## config.mk

```make
export PLATFORM = sky130hd
export DESIGN_NAME = seg7_scan_mux
export DESIGN_NICKNAME = d
export VERILOG_FILES = /design/src/rtl/seg7_scan_mux.sv
export SDC_FILE = /design/constraint.sdc
export NUM_CORES = 1
export LEC_CHECK = 0
export BUFFER_PORTS_ARGS = -buffer_cell sky130_fd_sc_hd__buf_4
export CORE_MARGIN = 2
export CORE_UTILIZATION = 50
export DETAILED_ROUTE_END_ITERATION = 12
export HOLD_SLACK_MARGIN = 0.15
export PLACE_DENSITY = 0.75
export SETUP_SLACK_MARGIN = 0.1
export SLEW_MARGIN = 30
export SYNTH_ARGS = -nofsm -noshare
export SYNTH_HDL_FRONTEND = slang
export SYNTH_SLANG_ARGS = --single-unit
```

## constraint.sdc

```tcl
create_clock -name clk -period 3.4 [get_ports clk]
set_clock_uncertainty 0.1 [all_clocks]
set_input_delay 0 -clock clk [delete_from_list [all_inputs] [get_ports clk]]
set_output_delay 0 -clock clk [all_outputs]
set_load 0.02 [all_outputs]
```

## src/rtl/seg7_scan_mux.sv

```systemverilog
// seg7_scan_mux: scanned multi-digit 7-segment driver with blanking,
// PWM brightness and frame-aligned double-buffered digit data.
module seg7_scan_mux #(
  parameter int DIGITS      = 4,
  parameter int SEG_W       = 8,
  parameter int PRESCALE    = 1000,
  parameter int BLANK       = 16,
  parameter int BRIGHT_W    = 4,
  parameter int DIG_ACT_LOW = 1,
  parameter int SEG_ACT_LOW = 0
) (
  input  logic                       clk,
  input  logic                       rst_n,
  input  logic [DIGITS-1:0]          enable,
  input  logic [DIGITS*SEG_W-1:0]    seg_in,
  input  logic [BRIGHT_W-1:0]        brightness,
  output logic [SEG_W-1:0]           segment,
  output logic [DIGITS-1:0]          digit,
  output logic [$clog2(DIGITS)-1:0]  digit_idx,
  output logic                       frame_start
);

  localparam int PW = (PRESCALE > 2) ? $clog2(PRESCALE) : 1;
  localparam int IW = $clog2(DIGITS);
  localparam int MW = PW + BRIGHT_W + 1;

  localparam logic [PW-1:0] PRE_LAST = PW'(PRESCALE - 1);
  localparam logic [IW-1:0] IDX_LAST = IW'(DIGITS - 1);
  localparam logic [PW-1:0] BLANK_C  = PW'(BLANK);
  localparam logic [MW-1:0] SPAN     = MW'(PRESCALE - BLANK);

  localparam logic [DIGITS-1:0] DIG_OFF = {DIGITS{DIG_ACT_LOW != 0}};
  localparam logic [SEG_W-1:0]  SEG_OFF = {SEG_W{SEG_ACT_LOW != 0}};

  logic [PW-1:0]     r_pre;
  logic [IW-1:0]     r_idx;
  logic [DIGITS-1:0] r_en_sh;
  logic [SEG_W-1:0]  r_seg_sh [DIGITS];
  logic [PW:0]       r_on;
  logic              r_armed;

  logic [SEG_W-1:0]  r_segment;
  logic [DIGITS-1:0] r_digit;
  logic [IW-1:0]     r_digit_idx;
  logic              r_frame_start;

  logic              w_pre_wrap;
  logic              w_bound;
  logic [MW-1:0]     w_prod;
  logic [PW:0]       w_on_next;
  logic [PW-1:0]     w_post;
  logic              w_lit;
  logic [DIGITS-1:0] w_onehot;
  logic [SEG_W-1:0]  w_seg_cur;
  logic [DIGITS-1:0] w_digit_nx;
  logic [SEG_W-1:0]  w_seg_nx;
  logic              w_fs_nx;

  always_comb begin
    w_pre_wrap = (r_pre == PRE_LAST);
    w_bound    = w_pre_wrap && (r_idx == IDX_LAST);
    // full-width product so the top brightness code reaches the whole span
    w_prod     = SPAN * (MW'(brightness) + MW'(1));
    w_on_next  = (PW+1)'(w_prod >> BRIGHT_W);
  end

  always_comb begin
    w_post    = r_pre - BLANK_C;
    w_onehot  = DIGITS'(1) << r_idx;
    w_seg_cur = r_seg_sh[r_idx];
    w_lit     = r_en_sh[r_idx]
             && (r_pre >= BLANK_C)
             && ({1'b0, w_post} < r_on);
    w_fs_nx   = r_armed && (r_pre == '0) && (r_idx == '0);
  end

  always_comb begin
    w_digit_nx = DIG_OFF;
    w_seg_nx   = SEG_OFF;
    unique case (1'b1)
      w_lit: begin
        w_digit_nx = w_onehot ^ DIG_OFF;
        w_seg_nx   = w_seg_cur ^ SEG_OFF;
      end
      default: begin
        w_digit_nx = DIG_OFF;
        w_seg_nx   = SEG_OFF;
      end
    endcase
  end

  always_ff @(posedge clk or negedge rst_n) begin
    if (!rst_n) begin
      r_pre <= '0;
      r_idx <= '0;
    end else begin
      r_pre <= w_pre_wrap ? '0 : r_pre + 1'b1;
      if (w_pre_wrap)
        r_idx <= (r_idx == IDX_LAST) ? '0 : r_idx + 1'b1;
    end
  end

  always_ff @(posedge clk or negedge rst_n) begin
    if (!rst_n) begin
      r_en_sh <= '0;
      r_on    <= '0;
      r_armed <= 1'b0;
      for (int i = 0; i < DIGITS; i++)
        r_seg_sh[i] <= '0;
    end else if (w_bound) begin
      r_en_sh <= enable;
      r_on    <= w_on_next;
      r_armed <= 1'b1;
      for (int i = 0; i < DIGITS; i++)
        r_seg_sh[i] <= seg_in[i*SEG_W +: SEG_W];
    end
  end

  always_ff @(posedge clk or negedge rst_n) begin
    if (!rst_n) begin
      r_segment     <= SEG_OFF;
      r_digit       <= DIG_OFF;
      r_digit_idx   <= '0;
      r_frame_start <= 1'b0;
    end else begin
      r_segment     <= w_seg_nx;
      r_digit       <= w_digit_nx;
      r_digit_idx   <= r_idx;
      r_frame_start <= w_fs_nx;
    end
  end

  assign segment     = r_segment;
  assign digit       = r_digit;
  assign digit_idx   = r_digit_idx;
  assign frame_start = r_frame_start;

endmodule

```

## After elaboration in Yosys (flattened, before gate mapping)

Index checks and enable logic that the tools add are counted.

| operators by class | value |
|---|---|
| add/sub/neg operators | 4 |
| $mul | 1 |
| divide/modulo/power cells | 0 |
| magnitude comparators | 4 |
| equality and inequality tests | 2 |
| shifts and indexed selects | 1 |
| mux-type cells | 9 |
| bitwise logic cells | 2 |
| reductions and logical operators | 7 |

Operator list:

| kind | number |
|---|---|
| 8-bit 2-to-1 mux | 3 |
| 8-bit binary-select mux with 2-bit select | 1 |
| 7-bit by 5-bit multiplier with 12-bit output (first input constant) | 1 |
| 10-bit by 11-bit < comparator with 1-bit output | 1 |
| 10-bit by 1-bit adder with 10-bit output (second input constant) | 1 |
| 10-bit == test (second input constant) | 1 |
| 10-bit by 5-bit greater-or-equal comparator with 1-bit output (second input constant) | 1 |
| 10-bit logical NOT | 1 |
| 10-bit 2-to-1 mux | 1 |
| 10-bit by 5-bit subtractor with 10-bit output (second input constant) | 1 |
| 4-bit by 1-bit adder with 5-bit output (second input constant) | 1 |
| 1-bit logical AND | 5 |
| 4-bit 2-to-1 mux | 1 |
| 4-bit NOT | 1 |
| 1-bit by 2-bit left shift with 4-bit output (first input constant) | 1 |
| 3-bit greater-or-equal comparator (second input constant) | 1 |
| 2-bit by 3-bit < comparator with 1-bit output (second input constant) | 1 |
| 2-bit NOT with 3-bit output | 1 |
| 2-bit by 1-bit adder with 2-bit output (second input constant) | 1 |
| 1-bit binary-select mux with 2-bit select | 1 |
| 2-bit == test (second input constant) | 1 |
| 2-bit logical NOT | 1 |
| 2-bit 2-to-1 mux | 1 |
| 1-bit 2-to-1 mux | 1 |

| word-level totals | value |
|---|---|
| flip-flop bits (word level) | 75 |
| latch bits | 0 |
| bits in writable memories | 0 |
| memory bits (read-only) | 0 |
| input port bits | 42 |
| output and inout port bits | 15 |
| logic and storage cells | 43 |
| memories kept | 0 |

## Depth between registers and ports, before layout

Gate-level depths: netlist (run 1).

| depth | value |
|---|---|
| depth in word-level cells | 5 |
| mapped depth | 15 |
| mapped depth without buffers | 15 |

## Worst setup path after synthesis (run 1)

OpenSTA, ideal clock, no wires.

| path | value |
|---|---|
| path type | input to register |
| start | in brightness[2] |
| end | reg r_on[8] |
| library setup time | 0.083 ns |
| arrival | 3.200 ns |
| required time | 3.217 ns |
| setup slack | 0.018 ns |
| stages | 14 |
| buffers on the path | 1 |
| cells stage by stage | clkbuf_1 nand3_1 xnor2_1 ha_1 fa_1 inv_1 fa_1 inv_1 ha_1 or3_1 o2bb2ai_1 o21ai_0 xnor2_1 o21ai_0 |

| between the ends | value |
|---|---|
| longest elaborated chain between the ends | 2 |

RTL lines:

| element | RTL line | source |
|---|---|---|
| start, declared | 16 | `input logic [BRIGHT_W-1:0] brightness,` |
| 4-bit by 1-bit adder with 5-bit output | 63 | `w_prod = SPAN * (MW'(brightness) + MW'(1));` |
| 7-bit by 5-bit multiplier with 12-bit output | 63 |  |
| end signal, assigned | 112 | `r_on <= w_on_next;` |
| end, declared | 39 | `logic [PW:0] r_on;` |

No other way between the ends.
A chain may end at the register's enable or synchronous reset.

## Worst setup path after layout (run 1)

| path | value |
|---|---|
| start | in brightness[0] |
| end | reg r_on[8] |

The elaborated chain is that of the path after synthesis.

==> flow_metrics.py, run 1 <==
metrics = {
    "global_routing": {
        "grt_max_degree": 76,
        "grt_pass1_wl_mm": 15.2,
        "grt_usage_pct": 20.3,
        "grt_pass1_vias": 3195,
        "overflow": 0,
        "antenna_found_initial": 0,
    },
    "cells_and_area": {
        "fillCellCount": 599,
        "drive_above_1_share_pct": 31.3,
        "layout_commonest_cell": "dfrtp_1",
        "mostFrequentLayoutCells": "dfrtp_1 (71), buf_4 (64), ha_1 (41), dlygate4sd3_1 (41), mux2_2 (38)",
        "antennaDiodeCount": 0,
        "final_area_sq_um": 5510,
        "area_delta_synth_final_pct": 27.4,
        "nets": 567,
    },
    "timing": {
        "rsz0062_at_grt": "no",
        "fmax_mhz": 330,
        "layout_setup_ws_ns": 0.367,
        "period_share_pct": 89.2,
        "whs_ns": 0.127,
        "tightest_slew_ns": 0.658,
        "max_slew_margin_pct": 56.1,
        "min_period_ns": 3.03,
        "setup_viol": 0,
        "final-hold-violation-count": 0,
        "maxSlewViolCount": 0,
    },
    "logic_synthesis": {
        "async_reset_ff_share_pct": 100,
        "synth_nets": 466,
        "synth_area_sq_um": 4330,
        "avgSynthCellArea_sq_um": 11.5,
        "synthFlopType": "dfrtp_1",
        "syn_inst": 377,
        "yosysWarnings": 0,
        "ys_seq_elements": 75,
        "yosysSeqAreaShare_pct": 43.5,
        "synth-edff-count": 0,
        "synth_cell_types": 48,
    },
    "floorplan": {
        "floorplan.initialDensity_pct": 52.2,
        "die_h_microns": 97.1,
        "die-area_sq_um": 9420,
        "io-pin-count": 57,
        "fp.dieW_microns": 97.1,
        "row_count": 33,
        "core_region_area_sq_um": 8300,
    },
    "cts": {
        "cts_buffer_depth": 2,
        "postCtsSetupRepairBufs": 0,
        "insertion_delay_ns": 0.35,
        "cts_root_buf": "clkbuf_8",
        "cts_sinks": 75,
        "cts_htree_levels": 3,
        "numCtsBuffers": 9,
        "cts_tree": "yes",
        "post_cts_resized": 0,
        "cts.clk_slew.worst_paths_ns": 0.08,
    },
    "critical_path": {
        "path_cells": "buf_4 -> ha_1 -> xor2_2 -> ha_1 -> fa_1 -> inv_1 -> fa_1 -> inv_1 -> ha_1 -> or3_1 -> o2bb2ai_1 -> o21ai_0 -> xnor2_1 -> o21ai_0",
        "worstSetupStartpointType": "primary input",
        "required_ns": 3.53,
        "path_delay_family": "adder cells",
        "crit_path_frequent_cell": "ha_1",
        "worst_ep_arrival_time_ns": 3.16,
        "crit_fanout": 5,
        "max_stage_delay_ns": 0.53,
        "path_buf_inv": 3,
        "critPathKind": "primary input to flop",
        "slowest_stage": "fa_1",
        "crit_path_end_kind": "flop",
    },
    "placement": {
        "dp_hpwl_mm": 6.07,
        "placed_cell_area_sq_um": 4880,
        "gp_congestion": 0.791,
        "numPortBuffers": 56,
        "dp_slack_ns": -0.00550,
    },
    "hold_path": {
        "hp-class": "primary input to async pin",
    },
    "routing": {
        "antenna_left": 0,
        "drc": 0,
        "first_pass_iters": 4,
        "vias_per_cell": 5.23,
        "vias": 3077,
        "wl_mm": 9.05,
        "post_drt_wl_per_cell_microns": 15.4,
        "drt_iter0_markers": 122,
    },
    "pwr": {
        "power_density_nw_per_um2": 416,
        "irDropWorstVdd_mv": 0.432,
        "power_mw": 2.29,
        "leakagePower_nw": 2.73,
    },
    "flow_run": {
        "max_cap_violations": 0,
    },
    "status": {
        "outcome": "finished clean",
    },
}
==> sequential cells by signal (all words and copies together) (netlist names) <==
name         flops
r_seg_sh        32
r_on            11
r_pre           10
segment          8
digit            4
r_en_sh          4
digit_idx        2
r_idx            2
frame_start      1
r_armed          1
==> final timing paths <==
check | from | to | slack [ns] | cells after the start
setup / recovery | brightness[0] | r_on[8] | 0.37 | 14
min in group clk | brightness[1] | r_on[2] | 0.25 | 5
hold reg to reg | r_on[3] | r_on[3] | 0.38 | 2
hold / removal | rst_n | r_seg_sh[29] | 0.13 | 2
max in group asynchronous | rst_n | r_pre[7] | 2.61 | 2
setup reg to reg | r_pre[8] | segment[0] | 0.55 | 10
==> through the flow <==
step / setup TNS, ns / util, % / cells
floorplan: 0 / - / 377
global placement: 0 / 58.8 / 531
detailed placement: -0.00996 / 58.8 / 531
CTS: 0 / 66.4 / 588
global route: 0 / 66.4 / 588
finish: 0 / 66.4 / 588
==> repair_timing <==
item | 4_1_cts | 5_1_grt
hold buffers | 41 | 0
endpoints found under the setup margin | 0 | 0
endpoints found under the hold margin | 109 | 0
==> cell families (layout without fill, tap and decap cells) <==
| family | after synthesis | after routing | share of synthesized area (%) |
|---|---|---|---|
| and+or+nand+nor | 85 | 85 | 10.3 |
| adders and majority gates | 47 | 47 | 14.6 |
| muxes | 47 | 47 | 14.6 |
| xor gates and xnor gates | 26 | 26 | 5.26 |
| buffers and inverters | 51 | 157 | 5.06 |
| DFF | 75 | 75 | 43.5 |
| AOI/OAI and AO/OA | 46 | 46 | 6.68 |
==> synthesized netlist by cell type, types with 2 or more instances <==
master	instances	area share (%)
nand3_1	9	1.0
nand4_1	3	0.43
fa_1	6	2.8
nand2b_1	2	0.29
xnor2_1	12	2.4
a21oi_1	8	0.92
buf_2	4	0.46
nand2_1	28	2.4
nor2b_1	2	0.29
dfrtp_1	71	41
nor3_1	4	0.46
and2_4	6	1.2
xor2_1	14	2.8
ha_1	41	12
dfstp_2	4	2.4
and3_1	3	0.43
inv_1	35	3.0
mux2_2	38	9.9
buf_6	3	0.78
or2_2	2	0.29
a21boi_0	2	0.35
a21o_1	5	0.87
mux4_2	9	4.7
and2_2	2	0.35
and4b_1	2	0.46
o21ai_0	20	2.3
clkbuf_1	8	0.69
nor2_1	14	1.2
==> metal layers <==
| metal | wire length [microns] | up-vias | GRT usage [%] |
|---|---|---|---|
| li1 | - | 1490 | - |
| met1 | 3770 | 1522 | 24.2 |
| met2 | 4870 | 52 | 36.7 |
| met3 | 260 | 13 | 4.10 |
| met4 | 153 | 0 | 6.28 |
| met5 | 0 | - | 0 |
==> worst register-to-register path: cells and delay by family (launching register included) <==
family | cells | cell delay (ns)
DFF | 1 | 0.47
and+or+nand+nor | 4 | 1.00
AOI/OAI and AO/OA | 3 | 0.51
xor gates and xnor gates | 1 | 0.21
buffers and inverters | 1 | 0.23
adders and majority gates | 1 | 0.28
==> area by class of cell <==
class,instances,area (sq um),share of cell area (%)
multi-input cells,251,2250,40.8
flip-flops and latches,75,1880,34.1
repair buffers,106,902,16.4
inverters,35,131,2.38
well taps,105,131,2.38
clock buffers,9,124,2.25
clock inverters,7,92.6,1.68
==> report_power, final <==
part	internal, mW	switching (mW)
Combinational	0.319	0.282
Clock	0.411	0.332
Sequential	0.930	0.0198
Note: power is estimated with default switching activity, not from simulation.
==> run 2: changes to the inputs <==
--- a/config.mk
+++ b/config.mk
@@ -8,9 +8,10 @@
 export BUFFER_PORTS_ARGS = -buffer_cell sky130_fd_sc_hd__buf_4
 export CORE_MARGIN = 2
 export CORE_UTILIZATION = 50
+export CTS_CLUSTER_SIZE = 8
 export DETAILED_ROUTE_END_ITERATION = 12
 export HOLD_SLACK_MARGIN = 0.15
-export PLACE_DENSITY = 0.75
+export PLACE_DENSITY = 0.71
 export SETUP_SLACK_MARGIN = 0.1
 export SLEW_MARGIN = 30
 export SYNTH_ARGS = -nofsm -noshare
==> flow_metrics.py, run 2 (synthesized netlist as in run 1, its figures left out) <==
metrics = {
    "routing": {
        "drt_iter0_markers": 72,
        "drc": 0,
        "vias_per_cell": 5.18,
        "antenna_left": 0,
        "post_drt_wl_per_cell_microns": 14.8,
        "first_pass_iters": 4,
        "wl_mm": 8.73,
        "vias": 3043,
    },
    "placement": {
        "dp_hpwl_mm": 5.91,
        "numPortBuffers": 56,
        "gp_congestion": 0.860,
        "dp.cells": 531,
        "placed_cell_area_sq_um": 4880,
    },
    "cells_and_area": {
        "antennaDiodeCount": 0,
        "area_delta_synth_final_pct": 27.7,
        "drive_above_1_share_pct": 31.3,
        "final_area_sq_um": 5530,
        "utilization_pct": 66.6,
        "nets": 567,
        "fillCellCount": 599,
        "seq_area_sq_um": 1880,
        "largest_reg_flops": 32,
        "multiInputGateArea_sq_um": 2250,
        "mostFrequentLayoutCells": "dfrtp_1 (71), buf_4 (64), ha_1 (41), dlygate4sd3_1 (41), mux2_2 (38)",
        "top_regs": "r_seg_sh x32, r_on x11, r_pre x10",
        "top_register": "r_seg_sh",
        "layout_commonest_cell": "dfrtp_1",
        "fin_cells": 588,
    },
    "critical_path": {
        "rr_worst_depth": 10,
        "crit_fanout": 5,
        "required_ns": 3.53,
        "critPathKind": "primary input to flop",
        "r2r-start": "r_pre[8]",
        "worstSetupStartpointType": "primary input",
        "crit_path_end_kind": "flop",
        "worst_ep_arrival_time_ns": 3.18,
        "r2r_end": "segment[4]",
        "r2r_slack_ns": 0.60,
    },
    "global_routing": {
        "grt_most_used_layer": "met2",
        "use_met1_pct": 23.2,
        "overflow": 0,
        "antenna_found_initial": 0,
        "gr-usage-met3_pct": 3.67,
        "grt_util_met2_pct": 35.8,
        "grt_usage_pct": 19.8,
        "grt_pass1_vias": 3273,
        "grt_max_degree": 76,
        "grt_pass1_wl_mm": 15.0,
    },
    "flow_run": {
        "max_cap_violations": 0,
    },
    "cts": {
        "cts_root_buf": "clkbuf_8",
        "numCtsBuffers": 9,
        "cts.clk_slew.worst_paths_ns": 0.08,
        "cts_sinks": 75,
        "postCtsSetupRepairBufs": 0,
        "cts_buffer_depth": 2,
        "cts_htree_levels": 3,
        "insertion_delay_ns": 0.35,
        "cts_tree": "yes",
    },
    "floorplan": {
        "row_count": 33,
        "die-area_sq_um": 9420,
        "die_h_microns": 97.1,
        "floorplan.initialDensity_pct": 52.2,
        "core_region_area_sq_um": 8300,
        "io-pin-count": 57,
        "fp.dieW_microns": 97.1,
    },
    "pwr": {
        "irDropWorstVdd_mv": 0.297,
        "leakagePower_nw": 2.73,
        "power_density_nw_per_um2": 420,
    },
    "timing": {
        "tightest_slew_ns": 0.653,
        "rsz0062_at_grt": "no",
        "fmax_mhz": 328,
        "final-hold-violation-count": 0,
        "period_share_pct": 89.8,
        "maxSlewViolCount": 0,
        "setup_viol": 0,
        "max_slew_margin_pct": 56.5,
        "min_period_ns": 3.05,
    },
    "hold_path": {
        "hp-class": "primary input to async pin",
    },
    "status": {
        "outcome": "finished clean",
    },
}
-- run 2: worst max-delay path, stage by stage --
cell and delay, ns:
buf_4 0.12, ha_1 0.25, xor2_2 0.18, ha_1 0.32, fa_1 0.52, inv_1 0.06, fa_1 0.52, inv_1 0.04
ha_1 0.30, o21ai_0 0.11, o21ai_0 0.26, nand2_1 0.11, xnor2_1 0.13, mux2_2 0.26
-- run 2: area by class of cell --
type | count | area share [%]
multi-input combinational | 251 | 40.7
sequential | 75 | 34.0
timing repair buffer | 106 | 16.3
clock buffer | 10 | 2.49
inverter | 35 | 2.38
tap | 105 | 2.38
clock inverter | 6 | 1.70
-- run 2: report_power, final --
group          internal (mW)  switching, mW  leakage [nW]
Sequential             0.930         0.0186         0.876
Clock                  0.441          0.354         0.114
Combinational          0.301          0.274          1.74
Total                   1.67          0.647          2.73
-- run 2: timing repair --
item,4_1_cts,5_1_grt
hold buffers,41,0
hold endpoints to repair,109,0
gates resized for setup,0,0
-- run 2: metal layers --
layer	vias to the layer above	part of all wire, %
met5	-	0
met4	0	1.3
met3	11	3.3
met2	55	53
met1	1485	42
li1	1492	-
-- run 2: through the flow --
stage / power, mW / worst slack (ns) / hold slack, ns / TNS, ns
after global routing: 2.46 / 0.153 / 0.209 / 0
after global placement: 1.48 / 0.0735 / 0.0893 / 0
after CTS: 2.34 / 0.347 / 0.238 / 0
final: 2.32 / 0.347 / 0.139 / 0
after floorplan: 1.34 / 0.187 / -0.396 / 0
after detailed placement: 1.50 / -0.0141 / 0.106 / -0.0141
-- run 2: worst max path at each step --
| stage | from | endpoint | slack [ns] | depth (start not counted) |
|---|---|---|---|---|
| 5_1_grt | brightness[0] | r_on[7] | 0.15 | 14 |
| 4_1_cts | brightness[0] | r_on[7] | 0.35 | 14 |
| 3_5_place_dp | brightness[0] | r_on[7] | -0.01 | 14 |
| 3_3_place_gp | brightness[0] | r_on[7] | 0.07 | 14 |
| 6_report | brightness[0] | r_on[7] | 0.35 | 14 |
| 2_1_floorplan | brightness[2] | r_on[8] | 0.19 | 14 |
